**config.mk**
```make
export PLATFORM = sky130hd
export DESIGN_NAME = inst_loader_flat
export DESIGN_NICKNAME = d
export VERILOG_FILES = /design/src/rtl/inst_loader_if.sv /design/src/rtl/inst_loader.sv /design/src/flat_wrapper.sv
export SDC_FILE = /design/constraint.sdc
export NUM_CORES = 1
export LEC_CHECK = 0
export CORE_ASPECT_RATIO = 0.7
export CORE_MARGIN = 4
export CORE_UTILIZATION = 49
export CTS_BUF_LIST = sky130_fd_sc_hd__clkbuf_16
export CTS_CLUSTER_DIAMETER = 40
export DETAILED_ROUTE_END_ITERATION = 8
export GPL_ROUTABILITY_DRIVEN = 0
export PLACE_DENSITY = 0.81
export SYNTH_ARGS = -nofsm -noshare
export SYNTH_HDL_FRONTEND = slang
export SYNTH_SLANG_ARGS = --single-unit
export TNS_END_PERCENT = 1
```
**constraint.sdc**
```tcl
create_clock -name Clk -period 2.55 [get_ports Clk]
set_input_delay 0.255 -clock Clk [delete_from_list [all_inputs] [get_ports Clk]]
set_output_delay 0.255 -clock Clk [all_outputs]
set_load 0.01 [all_outputs]
```
**src/rtl/inst_loader_if.sv**
```systemverilog
// Operator/memory-side bundle for the instruction loader.
//   master : operator/memory side (drives switches, button, lane select; sees LEDs and write port)
//   slave  : the loader itself
// Signals: Button, Data_in[7:0], Select[1:0] toward the loader;
//          LED[7:0], Mem_we, Mem_addr[ADDR_W-1:0], Mem_din[31:0], Byte_cnt[1:0], Full back.
interface inst_loader_if #(
  parameter int unsigned ADDR_W = 6
);
  logic              Button;
  logic [7:0]        Data_in;
  logic [1:0]        Select;
  logic [7:0]        LED;
  logic              Mem_we;
  logic [ADDR_W-1:0] Mem_addr;
  logic [31:0]       Mem_din;
  logic [1:0]        Byte_cnt;
  logic              Full;

  modport master (
    output Button, Data_in, Select,
    input  LED, Mem_we, Mem_addr, Mem_din, Byte_cnt, Full
  );

  modport slave (
    input  Button, Data_in, Select,
    output LED, Mem_we, Mem_addr, Mem_din, Byte_cnt, Full
  );
endinterface

```
**src/rtl/inst_loader.sv**
```systemverilog
// Instruction loader: assembles 32-bit words from bytes entered on switches,
// one debounced button press per byte (little-endian), and writes each
// completed word to instruction memory at a self-incrementing word address.
// Ports:
//   Clk      - system clock, all state on posedge
//   Rst      - asynchronous active-high reset
//   bus      - inst_loader_if.slave: Button, Data_in, Select in;
//              LED (selected byte lane, combinational), Mem_we, Mem_addr,
//              Mem_din, Byte_cnt, Full out
// Build option: INST_LOADER_WRAP_EN - address wraps to 0 after the last
//   word instead of locking in FULL; Full is then tied low.
module inst_loader #(
  parameter int unsigned ADDR_W       = 6,
  parameter int unsigned DEBOUNCE_LEN = 3
) (
  input  logic           Clk,
  input  logic           Rst,
  inst_loader_if.slave   bus
);

  localparam int unsigned WORD_W = 32;
  localparam int unsigned BYTE_W = 8;

  typedef enum logic [1:0] {
    COLLECT = 2'd0,
    WRITE   = 2'd1,
    FULL    = 2'd2
  } state_t;

  state_t                  state_q,    state_d;
  logic [WORD_W-1:0]       word_q,     word_d;
  logic [1:0]              byte_cnt_q, byte_cnt_d;
  logic [ADDR_W-1:0]       addr_q,     addr_d;

  logic                    sync1_q,    sync1_d;
  logic                    sync2_q,    sync2_d;
  logic [DEBOUNCE_LEN-1:0] shift_q,    shift_d;
  logic                    pressed_q,  pressed_d;

  logic                    level;
  logic                    strobe;

  // Button conditioning: 2-flop synchronizer, then a run-length shift register
  always_comb begin
    sync1_d   = bus.Button;
    sync2_d   = sync1_q;
    shift_d   = (shift_q << 1) | DEBOUNCE_LEN'(sync2_q);
    level     = &shift_q;
    pressed_d = level;
    strobe    = level & ~pressed_q;
  end

  // Next-state and datapath
  always_comb begin
    state_d    = state_q;
    word_d     = word_q;
    byte_cnt_d = byte_cnt_q;
    addr_d     = addr_q;

    case (state_q)
      COLLECT: begin
        if (strobe) begin
          word_d[{byte_cnt_q, 3'b000} +: BYTE_W] = bus.Data_in;
          if (byte_cnt_q == 2'd3) begin
            byte_cnt_d = 2'd0;
            state_d    = WRITE;
          end else begin
            byte_cnt_d = byte_cnt_q + 2'd1;
          end
        end
      end

      // Single write cycle; presses landing here are intentionally dropped
      WRITE: begin
        word_d = '0;
        if (addr_q == {ADDR_W{1'b1}}) begin
`ifdef INST_LOADER_WRAP_EN
          addr_d  = '0;
          state_d = COLLECT;
`else
          state_d = FULL;
`endif
        end else begin
          addr_d  = addr_q + ADDR_W'(1);
          state_d = COLLECT;
        end
      end

      FULL: begin
        state_d = FULL;
      end

      default: begin
        state_d = COLLECT;
      end
    endcase
  end

  // State registers
  always_ff @(posedge Clk or posedge Rst) begin
    if (Rst) begin
      state_q    <= COLLECT;
      word_q     <= '0;
      byte_cnt_q <= 2'd0;
      addr_q     <= '0;
      sync1_q    <= 1'b0;
      sync2_q    <= 1'b0;
      shift_q    <= '0;
      pressed_q  <= 1'b0;
    end else begin
      state_q    <= state_d;
      word_q     <= word_d;
      byte_cnt_q <= byte_cnt_d;
      addr_q     <= addr_d;
      sync1_q    <= sync1_d;
      sync2_q    <= sync2_d;
      shift_q    <= shift_d;
      pressed_q  <= pressed_d;
    end
  end

  // Outputs are decoded straight from registers
  assign bus.LED      = word_q[{bus.Select, 3'b000} +: BYTE_W];
  assign bus.Mem_we   = (state_q == WRITE);
  assign bus.Mem_addr = addr_q;
  assign bus.Mem_din  = word_q;
  assign bus.Byte_cnt = byte_cnt_q;
`ifdef INST_LOADER_WRAP_EN
  assign bus.Full     = 1'b0;
`else
  assign bus.Full     = (state_q == FULL);
`endif

endmodule

```
**src/flat_wrapper.sv**
```systemverilog
// flat-port wrapper written by rule: the top's interface ports become plain ports
module inst_loader_flat 
#(
  parameter int unsigned ADDR_W       = 6,
  parameter int unsigned DEBOUNCE_LEN = 3
)
  (Clk, Rst, bus_Button, bus_Data_in, bus_Select, bus_LED, bus_Mem_we, bus_Mem_addr, bus_Mem_din, bus_Byte_cnt, bus_Full);
  inst_loader_if #(.ADDR_W(ADDR_W)) bus_i ();
  input  logic Clk;
  input  logic Rst;
  input wire logic [$bits(bus_i.Button)-1:0] bus_Button;
  input wire logic [$bits(bus_i.Data_in)-1:0] bus_Data_in;
  input wire logic [$bits(bus_i.Select)-1:0] bus_Select;
  output wire logic [$bits(bus_i.LED)-1:0] bus_LED;
  output wire logic [$bits(bus_i.Mem_we)-1:0] bus_Mem_we;
  output wire logic [$bits(bus_i.Mem_addr)-1:0] bus_Mem_addr;
  output wire logic [$bits(bus_i.Mem_din)-1:0] bus_Mem_din;
  output wire logic [$bits(bus_i.Byte_cnt)-1:0] bus_Byte_cnt;
  output wire logic [$bits(bus_i.Full)-1:0] bus_Full;
  assign bus_i.Button = bus_Button;
  assign bus_i.Data_in = bus_Data_in;
  assign bus_i.Select = bus_Select;
  assign bus_LED = bus_i.LED;
  assign bus_Mem_we = bus_i.Mem_we;
  assign bus_Mem_addr = bus_i.Mem_addr;
  assign bus_Mem_din = bus_i.Mem_din;
  assign bus_Byte_cnt = bus_i.Byte_cnt;
  assign bus_Full = bus_i.Full;
  inst_loader #(.ADDR_W(ADDR_W), .DEBOUNCE_LEN(DEBOUNCE_LEN)) u_core (.Clk(Clk), .Rst(Rst), .bus(bus_i));
endmodule
```
==> metrics.yaml, run 1 <==
vias_per_cell: 5.86
io_pins: 63
core_sq_mm: 0.00483
r2r_end: "u_core.bus.Mem_din[25]$_DFFE_PP0P_"
grtUsageTotal: 0.233
power_density_mw_per_mm2: 848
r2r-start: "u_core.bus.Byte_cnt[0]$_DFFE_PP0P_"
slew_violations: 0
num_rows: 21
start_util: 0.513
fillers: 381
critical_path.max_fanout: 6
die_area_sq_mm: 0.00628
timing.setup.tns_ps: 0
clock-sinks: 48
antenna_found_initial: 0
synth_top_flop_cell: "dfrtp_1"
fin_skew_ps: 6.62
syn_inst: 225
fmax_ghz: 0.431
r2r_slack_ps: 320
area_delta_synth_final_pct: 34.6
synth_common_cells: "dfrtp_1, nand2_1, mux2i_1, nand3_1"
synth_edf_count: 0
power_leakage_nw: 1.53
setup.worst_path.end: "bus_LED[1]"
worstSkewPairLatency_ps: 290
path_class: "primary input to primary output"
syn_avg_cell_area_sq_um: 11.0
numPortBuffers: 62
hold_path_class: "primary input to asynchronous set/reset pin"
drt_iter0_markers: 190
end_kind: "primary output"
cts_tree: "done"
period_minus_slack_ps: 2320
cts_hold_buf: 0
clkTransAtPathRegs_ps: 70
tightest_slew_ps: 612
ant_nets: 0
clockRootBuffer: "clkbuf_16"
ys.warnings.count: 0
rsz0062_at_grt: "false"
yosysMostFrequentCell: "dfrtp_1"
peakVddDrop_mv: 0.475
die_y_um: 67.5
synth_area_leaders: "dfrtp_1, mux2i_1, mux4_2, nand2_1, ha_1"
dr.pass1.iters: 4
drc: 0
synth_area_sq_mm: 0.00248
post-route-util: 0.690
vias: 2098
r2r_cells: 5
outcome: "completed"
yosysTopAreaCell: "dfrtp_1"
cts_setup_buffers: 0
syn-num-nets: 245
dpl.hpwl_mm: 4.72
drv_cap: 0
antenna_cells: 0
die_x_um: 93.0
fin_crit_sh: 0.911
avgRoutedWirePerCell_um: 19.3
grt_pass1_wl_mm: 11.1
final_nets: 308
cp-startpoint: "bus_Select[0]"
required_ps: 2300
clock_path_buffers: 2
h-tree-depth: 2
numCtsBuffers: 5
synthDistinctLibCells: 31
drive_above_1_share: 0.114
ys_seq_elements: 48
crit_arrival_ps: 2070
slew_headroom: 0.590
async_flop_share: 1.00
start_kind: "primary input"
setup_violations: 0
synth_top_area_share: 0.485
post_cts_resized: 0
grt_pass1_vias: 2133
grt_max_degree: 53
hold_viol: 0
grt-ovfl-total: 0
routed_wl_mm: 6.91
ys_seq_area_frac: 0.485
==> per-layer routing <==
layer / up-vias / track usage / share of wire
met3: 5 / 0.0512 / 0.094
met5: - / 0 / 0
met4: 0 / 0.0548 / 0.0056
met1: 1030 / 0.342 / 0.44
met2: 115 / 0.355 / 0.46
li1: 948 / - / -
==> power breakdown <==
group	switching (mW)	internal, mW
logic	0.554	0.578
clock network	0.275	0.357
registers	0.156	0.910
==> final cells by class <==
type	instances	area, sq um	area share
multi-input combinational	151	1170	0.351
sequential	48	1200	0.360
clock buffer	5	125	0.0375
inverter	12	45.0	0.0135
clock inverter	3	13.8	0.00413
timing repair buffer	70	693	0.208
tap	69	86.3	0.0259
==> cells in the final DEF (no fill, tap or decap) <==
| cell | count |
|---|---|
| inv_2 | 3 |
| o21bai_1 | 1 |
| clkinv_2 | 2 |
| clkinv_1 | 1 |
| inv_1 | 9 |
| ha_1 | 7 |
| nand3_1 | 13 |
| nor2b_1 | 3 |
| mux4_2 | 8 |
| or4_1 | 8 |
| or4b_1 | 1 |
| and3_1 | 3 |
| dfrtp_1 | 48 |
| nand2b_1 | 2 |
| a41oi_1 | 2 |
| o21ai_0 | 2 |
| a21oi_1 | 3 |
| nor3_2 | 1 |
| clkdlybuf4s50_1 | 62 |
| mux2i_1 | 24 |
| nand2_1 | 32 |
| and2_1 | 3 |
| nand4_1 | 11 |
| buf_4 | 7 |
| clkbuf_16 | 5 |
| o31ai_1 | 8 |
| o211ai_1 | 8 |
| xor2_1 | 1 |
| mux2_2 | 2 |
| nand2b_2 | 1 |
| buf_12 | 1 |
| a31oi_1 | 2 |
| nor2_1 | 2 |
| nand3_2 | 3 |
==> critical path, cell delays in order <==
cell and delay (ps):
clkdlybuf4s50_1 750, mux4_2 560, clkdlybuf4s50_1 500
==> cells by family (layout without fill, tap and decap cells) <==
kind of cell,count (synthesis),after routing,synth area share
mux,34,34,0.179
compound gates,26,26,0.0737
fa+ha+maj,7,7,0.0353
flops,48,48,0.485
xor+xnor,1,1,0.00353
simple gates,83,83,0.180
buf+inv,26,90,0.0439
==> per-stage QoR <==
stage	hold WS [ps]	total power [mW]	std cells	worst slack (ps)	cell area (sq um)
detailed placement	335	2.19	350	231	3200
global placement	332	2.16	350	244	3200
finish	325	2.83	358	228	3340
global route	352	2.98	358	175	3340
floorplan	286	1.60	225	566	2480
CTS	348	2.82	358	230	3340
==> state kept, by name, indices dropped and copies added, names as in the netlist <==
register,flops
u_core.bus.Mem_din,32
u_core.sync1_q,1
u_core.shift_q,3
u_core.pressed_q,1
u_core.bus.Byte_cnt,2
u_core.bus.Mem_addr,6
u_core.sync2_q,1
u_core.state_q,2
==> how the worst min path moves through the flow <==
stage | startpoint | to | slack [ps]
after floorplan | bus_Button | u_core.sync1_q$_DFF_PP0_ | 290
after global placement | u_core.sync2_q$_DFF_PP0_ | u_core.shift_q[0]$_DFF_PP0_ | 330
after detailed placement | u_core.sync1_q$_DFF_PP0_ | u_core.sync2_q$_DFF_PP0_ | 330
after CTS | Rst | u_core.bus.Mem_addr[4]$_DFFE_PP0P_ | 350
after global routing | u_core.sync1_q$_DFF_PP0_ | u_core.sync2_q$_DFF_PP0_ | 350
final | Rst | u_core.bus.Mem_din[7]$_DFFE_PP0P_ | 320
Note: power is estimated with default switching activity, not from simulation.
==> run 2, diff against run 1 <==
--- a/config.mk
+++ b/config.mk
@@ -12,8 +12,9 @@
 export CTS_CLUSTER_DIAMETER = 40
 export DETAILED_ROUTE_END_ITERATION = 8
 export GPL_ROUTABILITY_DRIVEN = 0
+export MAX_ROUTING_LAYER = met4
 export PLACE_DENSITY = 0.81
 export SYNTH_ARGS = -nofsm -noshare
 export SYNTH_HDL_FRONTEND = slang
 export SYNTH_SLANG_ARGS = --single-unit
-export TNS_END_PERCENT = 1
+export TNS_END_PERCENT = 100
==> metrics.yaml, run 2 (synthesis results as in run 1) <==
h-tree-depth: 2  # unchanged
setup_violations: 0  # unchanged
start_kind: "primary input"
r2r_slack_ps: 310  # about the same
timing.setup.tns_ps: 0  # unchanged
routed_wl_mm: 6.92  # about the same
placed_cell_area_sq_mm: 0.00320  # unchanged
power_density_mw_per_mm2: 849  # about the same
grt_max_degree: 53  # unchanged
fillers: 381  # unchanged
fin_crit_sh: 0.910  # about the same
numPortBuffers: 62  # unchanged
vias_per_cell: 5.95  # +1.6%
r2r_end: "u_core.bus.Mem_din[17]$_DFFE_PP0P_"
grt_pass1_wl_mm: 11.1  # +0.13%
cp_common_cell: "clkdlybuf4s50_1"
worstSkewPairLatency_ps: 290  # about the same
fmax_ghz: 0.431  # about the same
io_pins: 63  # unchanged
clkTransAtPathRegs_ps: 70  # about the same
die_area_sq_mm: 0.00628  # unchanged
cts_hold_buf: 0  # unchanged
grt_pass1_vias: 2130  # -0.14%
core_sq_mm: 0.00483  # unchanged
ff_latch_area_sq_mm: 0.00120  # unchanged
design_area_sq_mm: 0.00334  # unchanged
die_y_um: 67.5  # unchanged
antenna_cells: 0  # unchanged
final_cell_mix: "clkdlybuf4s50_1, dfrtp_1, nand2_1, mux2i_1, nand3_1"
path_class: "primary input to primary output"
hold_path_class: "primary input to asynchronous set/reset pin"
highest_layer: "met4"
clock_path_buffers: 2  # unchanged
required_ps: 2300  # about the same
rsz0062_at_grt: "false"
grtUsageTotal: 0.240  # +0.00732
num_rows: 21  # unchanged
end_kind: "primary output"
outcome: "completed"
power_leakage_nw: 1.53  # unchanged
start_util: 0.513  # unchanged
final_nets: 308  # unchanged
crit_arrival_ps: 2070  # about the same
tightest_slew_ps: 607  # -5.39 ps
slew_violations: 0  # unchanged
slowest_delay_ps: 750  # about the same
cts_setup_buffers: 0  # unchanged
drt_iter0_markers: 227  # +19%
avgRoutedWirePerCell_um: 19.3  # about the same
critical_path.max_fanout: 6  # unchanged
drv_cap: 0  # unchanged
drive_above_1_share: 0.114  # unchanged
critPathSlowestCell: "clkdlybuf4s50_1"
fin_skew_ps: 7.73  # +1.12 ps
cts_tree: "done"
antenna_found_initial: 0  # unchanged
post_cts_resized: 0  # unchanged
grt-ovfl-total: 0  # unchanged
drc: 0  # unchanged
wl_met1_mm: 2.95  # -3.6%
peakVddDrop_mv: 0.478  # +0.57%
numCtsBuffers: 5  # unchanged
area_delta_synth_final_pct: 34.6  # unchanged
die_x_um: 93.0  # unchanged
clockRootBuffer: "clkbuf_16"
r2r_cells: 5  # unchanged
hold_viol: 0  # unchanged
clock-sinks: 48  # unchanged
slew_headroom: 0.593  # +0.00361
dpl.hpwl_mm: 4.72  # unchanged
r2r-start: "u_core.bus.Byte_cnt[0]$_DFFE_PP0P_"
largest_register_ffs: 32  # unchanged
dr_wl_met2_mm: 3.14  # -1.0%
vias: 2131  # +1.6%
critical_path.cell_chain: "clkdlybuf4s50_1 -> mux4_2 -> clkdlybuf4s50_1"
period_minus_slack_ps: 2320  # -1.26 ps
wl_met3_um: 794  # +23%
multi_input_area_sq_mm: 0.00117  # unchanged
ant_nets: 0  # unchanged
final_common_cell: "clkdlybuf4s50_1"
dr.pass1.iters: 5  # +1
run 2: cell counts in the layout (fill, tap and decap cells not counted):
Identical to the previous run, type by type.
run 2: per-layer routing:
layer,up-vias,GRT usage
met5,-,-
met4,0,0.0548
met3,5,0.0457
met2,144,0.353
met1,1033,0.347
li1,949,-
run 2: layout make-up:
type / count / share of cell area
sequential: 48 / 0.360
multi-input combinational: 151 / 0.351
timing repair buffer: 70 / 0.208
clock buffer: 5 / 0.0375
tap: 69 / 0.0259
inverter: 12 / 0.0135
clock inverter: 3 / 0.00413
run 2: worst max-delay path by stage:
stage,start,end,cells after the start
floorplan,u_core.bus.Byte_cnt[0]$_DFFE_PP0P_,u_core.bus.Mem_din[16]$_DFFE_PP0P_,6
global placement,bus_Select[0],bus_LED[1],3
detailed placement,bus_Select[0],bus_LED[2],3
CTS,bus_Select[0],bus_LED[1],3
global route,bus_Select[0],bus_LED[1],3
finish,bus_Select[0],bus_LED[1],3
run 2: worst max-delay path, delay by kind of cell:
| family | cells | cell delay, ps |
|---|---|---|
| mux | 1 | 560 |
| buf+inv | 2 | 1250 |
run 2: stage by stage:
stage	total power [mW]	utilization	setup slack, ps	hold slack (ps)	cells
floorplan	1.60	-	566	286	225
global placement	2.16	0.661	244	332	350
detailed placement	2.19	0.661	231	335	350
CTS	2.82	0.690	230	348	358
global route	2.98	0.690	175	352	358
finish	2.83	0.690	229	328	358
run 2: power by group:
group	total [mW]	leakage (nW)	switching, mW	internal [mW]
Clock	0.630	0.0710	0.274	0.357
Sequential	1.07	0.638	0.160	0.910
Combinational	1.13	0.824	0.552	0.578
Total	2.83	1.53	0.986	1.84
